### src/rtl/lif_array_scheduler.sv
// lif_array_scheduler: time-multiplexed LIF neuron array, one shared update per accepted current.
// Optional LIF_REFRACTORY_EN adds a per-neuron refractory counter.
module lif_array_scheduler #(
    parameter int N_NEURONS    = 8,
    parameter int IDX_W        = $clog2(N_NEURONS),
    parameter int THRESH_RST   = 230,
    parameter int REFRAC_STEPS = 2
) (
    input  logic                 clk,
    input  logic                 rst_n,
    input  logic                 start,
    input  logic                 cur_valid,
    input  logic [7:0]           cur_data,
    output logic                 cur_ready,
    output logic [IDX_W-1:0]     cur_idx,
    input  logic                 cfg_we,
    input  logic [7:0]           cfg_thresh,
    input  logic [1:0]           cfg_decay,
    output logic                 busy,
    output logic                 done,
    output logic [N_NEURONS-1:0] spike_vec,
    input  logic [IDX_W-1:0]     rd_idx,
    output logic [7:0]           rd_state
);
    typedef enum logic [1:0] {IDLE, RUN, DONE} state_t;
    localparam logic [IDX_W-1:0] LAST = IDX_W'(N_NEURONS - 1);

    state_t               r_st, w_nxt;
    logic [7:0]           r_mem [N_NEURONS];
    logic [7:0]           r_thresh;
    logic [1:0]           r_decay;
    logic [IDX_W-1:0]     r_idx;
    logic [N_NEURONS-1:0] r_acc, r_spike_vec, w_acc_nxt;
    logic [7:0]           w_u, w_leak, w_sat;
    logic [8:0]           w_sum;
    logic                 w_xfer, w_hold, w_spike;

    assign w_xfer = (r_st == RUN) && cur_valid;
    assign w_u    = r_mem[r_idx];
    // Leak keeps 1/2, 3/4 or 7/8 of U using truncated shift terms; mode 3 forgets U entirely.
    assign w_leak = (r_decay == 2'd3) ? 8'd0 :
                    (w_u >> 1) + ((r_decay != 2'd0) ? (w_u >> 2) : 8'd0)
                               + ((r_decay == 2'd2) ? (w_u >> 3) : 8'd0);
    assign w_sum   = {1'b0, cur_data} + {1'b0, w_leak};
    assign w_sat   = w_sum[8] ? 8'hFF : w_sum[7:0];
    assign w_spike = !w_hold && (w_u >= r_thresh);

`ifdef LIF_REFRACTORY_EN
    logic [3:0] r_ref [N_NEURONS];

    assign w_hold = r_ref[r_idx] != 4'd0;

    always_ff @(posedge clk) begin
        if (!rst_n) begin
            for (int i = 0; i < N_NEURONS; i++) r_ref[i] <= 4'd0;
        end else if (w_xfer) begin
            r_ref[r_idx] <= w_hold ? r_ref[r_idx] - 4'd1 : (w_spike ? 4'(REFRAC_STEPS) : 4'd0);
        end
    end
`else
    assign w_hold = 1'b0;
`endif

    always_comb begin
        w_acc_nxt        = r_acc;
        w_acc_nxt[r_idx] = w_spike;
        w_nxt = (r_st == IDLE) ? (start ? RUN : IDLE) :
                (r_st == RUN)  ? ((w_xfer && r_idx == LAST) ? DONE : RUN) : IDLE;
    end

    always_ff @(posedge clk) begin
        if (!rst_n) begin
            r_st        <= IDLE;
            r_idx       <= '0;
            r_thresh    <= 8'(THRESH_RST);
            r_decay     <= 2'd2;
            r_acc       <= '0;
            r_spike_vec <= '0;
            for (int i = 0; i < N_NEURONS; i++) r_mem[i] <= 8'd0;
        end else begin
            r_st <= w_nxt;
            if (r_st == IDLE && cfg_we) begin
                r_thresh <= cfg_thresh;
                r_decay  <= cfg_decay;
            end
            if (r_st == IDLE && start) begin
                r_idx <= '0;
                r_acc <= '0;
            end
            if (r_st == DONE) r_idx <= '0;
            if (w_xfer) begin
                r_mem[r_idx] <= (w_hold || w_spike) ? 8'd0 : w_sat;
                r_acc        <= w_acc_nxt;
                r_idx        <= (r_idx == LAST) ? '0 : r_idx + 1'b1;
                if (r_idx == LAST) r_spike_vec <= w_acc_nxt;
            end
        end
    end

    assign cur_ready = r_st == RUN;
    assign cur_idx   = r_idx;
    assign busy      = r_st != IDLE;
    assign done      = r_st == DONE;
    assign spike_vec = r_spike_vec;
    assign rd_state  = (32'(rd_idx) < N_NEURONS) ? r_mem[rd_idx] : 8'd0;
endmodule

### config.mk
export PLATFORM = sky130hd
export DESIGN_NAME = lif_array_scheduler
export DESIGN_NICKNAME = d
export VERILOG_FILES = /design/src/rtl/lif_array_scheduler.sv
export SDC_FILE = /design/constraint.sdc
export NUM_CORES = 1
export LEC_CHECK = 0
export BUFFER_PORTS_ARGS = -buffer_cell sky130_fd_sc_hd__buf_4
export CAP_MARGIN = 20
export CELL_PAD_IN_SITES_DETAIL_PLACEMENT = 1
export CELL_PAD_IN_SITES_GLOBAL_PLACEMENT = 2
export CORE_MARGIN = 2
export CORE_UTILIZATION = 40
export CTS_CLUSTER_DIAMETER = 200
export DETAILED_ROUTE_END_ITERATION = 16
export GPL_TIMING_DRIVEN = 0
export PLACE_DENSITY = 0.83
export RECOVER_POWER = 50
export SETUP_SLACK_MARGIN = 0.02
export SYNTH_ARGS = -nofsm -noshare
export SYNTH_HDL_FRONTEND = slang
export SYNTH_SLANG_ARGS = --single-unit
### constraint.sdc
create_clock -name clk -period 5.65 [get_ports clk]
set_input_delay 0.565 -clock clk [delete_from_list [all_inputs] [get_ports clk]]
set_output_delay 0.565 -clock clk [all_outputs]
set_load 0.02 [all_outputs]
# Yosys cells after proc, flatten, opt, wreduce, memory -nomap -nowiden
# Memories as Yosys holds them, arrays and structs flattened. A register that Yosys moved wholly into a read port is not among the register bits.
# Cells that the tools add are included.
# op_classes
n_addsub,4
n_mul,0
div,0
n_lt_le_gt_ge,3
n_eq_ne,5
n_shift,0
muxes,27
bitwise,0
n_reduce_logical,12
# op_table
operator,count
$mux 8,6
$mux 3,7
$add 8x8->9,1
$add 7x6->8,1
$add 8x5->8,1
$bwmux 8,1
$ge 8x8->1,1
$reduce_or 8->1,1
$mux 1,7
$eq 2x2->1 const B,3
$mux 2,3
$mux 6,1
$reduce_bool 2->1,3
$logic_and 1x1->1,5
$mux 5,1
$lt 3x4->1 const B,1
$add 3x1->3 const B,1
$demux 1 s3,1
$eq 3x3->1 const B,1
$ge 3x1->1 const B,1
$reduce_bool 3->1,1
$eq 2x1->1 const B,1
$logic_not 2->1,1
$reduce_and 2->1,1
# word_totals
register_bits,31
latchBits,0
ramBits,64
mem_bits_ro,0
out_inout_bits,22
elab_cells,58
mem_count,1
# mem_list
memory,depth,word_bits,rd,rd_ports_with_merged_regs,write_ports,line_no,text
r_mem,8,8,2,1,8,29,logic [7:0] r_mem [N_NEURONS];

# Longest topological paths before layout
# depth
depth_word,9
mapped_depth,20

# Worst setup path after synthesis
# OpenSTA, ideal clock, no wires.
# synth_path
kind,reg2reg
from,register with a tool-made name
to,memory r_mem[3][7] (data pin)
setup_time_ps,269
t_arrival_ps,4210
required_ps,5381
path_slack_ps,1171
path_stages_with_launch,21
path_cell_list,dfxtp_1 -> clkbuf_1 -> buf_2 -> mux4_2 -> mux2_4 -> inv_1 -> fa_1 -> inv_1 -> ha_1 -> fa_1 -> a21o_1 -> a21oi_1 -> o21ai_0 -> a21oi_1 -> nor2_1 -> ha_1 -> a21oi_1 -> o21a_1 -> o21ai_4 -> nor4_4 -> nor2_1
# synth_lines
item,line_no
to (decl),29

==> metrics.md <==
| Metric | Value |
|---|---|
| Detail Route Antenna Nets | 0 |
| Final setup fails | 0 |
| Hold crit path type | in -> reg |
| Dpl hpwl | between 10000 and 15000 microns |
| Cell taking the most area after synthesis | edfxtp_1 |
| Synth-to-Final Area Change | 13.9% |
| Syn nets | 589 |
| Vias in the first global route | around 4700 |
| Global route overflow | 0 |
| Min-Delay Endpoint | r_decay[1] |
| GPL Wtd Cong | 0.815 |
| Initial Utilization | between 40 and 50% |
| Number of remaining DRC errors | 0 |
| Worst-case vdd ir drop | 0.141 mV |
| Fin Setup TNS | 0 ns |
| Synth top area share | roughly a third |
| Total number of vias | 4417 |
| Fmax | about 0.19 GHz |
| Clock latency at the later pin of the worst-skew pair | 0.34 ns |
| Die footprint | approximately 16000 sq um |
| CTS hold repair buffers | 0 |
| Worst slack, placed | about 0.15 ns |
| Post-synth EDFFs | 64 |
| TritonCTS buffer count | 9 |
| Cell Rows | 44 |
| Final hold vios | 0 |
| R2r setup slk | around 0.38 ns |
| Overall Power | 2.26 mW |
| Clock Root Buffer | clkbuf_16 |
| Seq/Total Area, Yosys | between 40% and 50% |
| CTS tree | built |
| Synth warn | 0 |
| Wire per inst | 20.1 microns |
| Fillcell total | around 1600 |
| Yosys cell types | 54 |
| Final period util | between 90% and 100% |
| Reg2reg path depth | 21 |
| Post-Layout Cell Count | 783 |
| First-pass GRT wire length | 25400 microns |
| Hold Path Depth | 3 |
| Placed cell count | around 760 |
| CP Max Fanout | 10 |
| Final Worst Setup Slack | around 0.38 ns |
| Share of post-route cells with drive strength above 1 | a little under a fifth |
| Max Cap Viol | 0 |
| FF-to-FF End | r_mem[5][7] |
| Slew HR | around 58% |
| Synth top area cells | edfxtp_1 (33%), dfxtp_1 (12%), mux4_2 (9.2%) |
| Type of the worst setup path | reg -> reg |
| CTS Buffer Depth | 2 |
| Outcome | finished, final reports clean |
| Crit path launch type | register |
| Core area | around 14000 sq um |
| Final Slew Violations | 0 |
| Top_reg_cell synth | edfxtp_1 |
| DRT iter0 DRCs | about 230 |
| Mapped Cells | 531 |
| Chip height | 125 microns |
| Asr flop ratio synth | 0% |
| DR vias/cell | 5.64 |
| Req. time, crit path | 5.72 ns |
| Worst setup EP type | register |
| Hold path startpoint | cfg_decay[1] |
| Global Route Usage Sum | 20.7% |
| H-tree depth | 3 |
| Mapped Area | a little under 6000 sq um |
| CP arrival | about 5.3 ns |
| Final min period | 5.27 ns |
| Boundary Pins | between 40 and 50 |
| Setup Skew | 0.00887 ns |
| Drt pass-1 iters | 4 |
| Final nets | 652 |
| Largest net degree at the start of global routing | 18 |
| Post-Syn Area per Cell | roughly 11 sq um |
| Leak | 2.63 nW |
| Antenna cells | 0 |
| Placement Cell Area | 6460 sq um |
| Initial antenna violation count | 0 |
| Detailed Route WL | about 16000 microns |
| RSZ-0062 raised after global routing | false |
| Power per cell area | around 340 nW/um^2 |
| Cell area after layout | between 6000 and 7000 sq um |
| Port-buffer cells | 42 |
| Synth Register Bits | between 90 and 100 |
| Die Wd | between 100 and 150 microns |
| CTS sink count | around 100 |
| Slew @ Worst Pin | between 0.6 and 0.7 ns |
| Reg clk slew, reported paths | roughly 0.070 ns |
[layout make-up]
cell class / count / area (sq um) / share of cell area (%)
repair buffers: 52 / 320 / 4.78
flip-flops and latches: 98 / 2600 / 38.8
inverters: 31 / 116 / 1.74
well taps: 184 / 230 / 3.44
clock buffers: 9 / 225 / 3.36
plain buffers: 28 / 146 / 2.18
clock inverters: 7 / 50.0 / 0.747
multi-input cells: 374 / 3010 / 44.9
[cells by family (layout without fill, tap and decap cells)]
kind of cell	count (synthesis)	count (layout)	share of synthesized area [%]
DFF	98	98	44.2
AOI/OAI and AO/OA	98	98	10.7
adders and majority gates	32	32	7.70
xor gates and xnor gates	5	5	0.744
muxes	51	51	16.6
and+or+nand+nor	188	188	15.5
buffers and inverters	59	127	4.53
[power breakdown]
group | internal, mW | switching [mW] | leakage, nW
Sequential | 0.789 | 0.0162 | 0.938
Clock | 0.301 | 0.274 | 0.126
Combinational | 0.337 | 0.541 | 1.56
[sequential cells by signal (all words and copies together) (netlist names), named ones only]
signal	count
r_thresh	8
cur_idx	3
r_decay	2
spike_vec	8
r_acc	8
r_st	2
r_mem	64
[through the flow]
step / hold WS, ns / util [%]
after floorplan: 0.443 / -
after global placement: 0.459 / 44.6
after detailed placement: 0.466 / 44.8
after CTS: 0.429 / 46.7
after global routing: 0.451 / 46.5
final: 0.439 / 46.5
[per-layer routing]
metal	routed length [microns]	GRT usage [%]	vias to the layer above
met4	367	7.65	0
met1	6680	25.9	2228
met5	0	0	-
met3	637	2.91	23
li1	-	-	2070
met2	8030	36.6	96
[cells in the final DEF, fill, tap and decap left out, types with 25 or more instances in the layout]
master | netlist | final
nor2_1 | 65 | 65
edfxtp_1 | 64 | 64
nand2_1 | 41 | 41
o21ai_0 | 40 | 40
clkbuf_1 | 16 | 39
dfxtp_1 | 34 | 34
inv_1 | 30 | 30
buf_4 | 2 | 30
nor3_1 | 28 | 28
ha_1 | 25 | 25
[timing repair]
| action | CTS | global route |
|---|---|---|
| buffers inserted | 0 | 2 |
| setup endpoints to repair | 0 | 16 |
| resized for setup | 0 | 0 |
[worst max-delay path by stage]
| stage | start | end | slack (ns) | cells past startpoint |
|---|---|---|---|---|
| floorplan | register | r_mem[3][7] | 1.17 | 20 |
| global placement | register | r_mem[7][7] | 0.28 | 20 |
| detailed placement | register | r_mem[5][7] | 0.15 | 20 |
| CTS | register | r_mem[5][7] | 0.14 | 20 |
| global route | register | r_mem[2][0] | 0.08 | 20 |
| finish | register | r_mem[5][7] | 0.38 | 21 |
[cell usage after synthesis, types with 2 or more instances]
| library cell | count |
|---|---|
| nor2_1 | 65 |
| edfxtp_1 | 64 |
| nand2_1 | 41 |
| o21ai_0 | 40 |
| dfxtp_1 | 34 |
| inv_1 | 30 |
| nor3_1 | 28 |
| ha_1 | 25 |
| mux4_2 | 24 |
| a21oi_1 | 22 |
| clkbuf_1 | 16 |
| mux2_2 | 12 |
| nand3_1 | 11 |
| nor2b_1 | 9 |
| mux4_1 | 8 |
| o31a_1 | 8 |
| fa_1 | 7 |
| and2_1 | 6 |
| o211ai_1 | 6 |
| o21a_1 | 6 |
| buf_2 | 5 |
| nor3b_1 | 5 |
| a21boi_0 | 4 |
| a21o_1 | 4 |
| mux2_4 | 4 |
| nor2_2 | 4 |
| xnor2_1 | 4 |
| and3_1 | 3 |
| mux2i_1 | 3 |
| or2_2 | 3 |
| or3_1 | 3 |
| a22oi_1 | 2 |
| buf_1 | 2 |
| buf_4 | 2 |
| buf_6 | 2 |
[critical path: stages (launching register included)]
cell and delay, ns:
dfxtp_1 0.30, clkbuf_1 0.40, buf_2 0.38, mux4_2 0.28
mux2_4 0.19, inv_1 0.07, fa_1 0.54, inv_1 0.04
ha_1 0.21, fa_1 0.41, a21o_1 0.21, a21oi_1 0.22
o21ai_0 0.12, a21oi_1 0.17, nor2_1 0.07, ha_1 0.37
a21oi_1 0.15, o21a_1 0.20, o21ai_4 0.15, nor4_4 0.23
buf_4 0.22, nor3_1 0.07
Power figures use the tool's default switching activity.
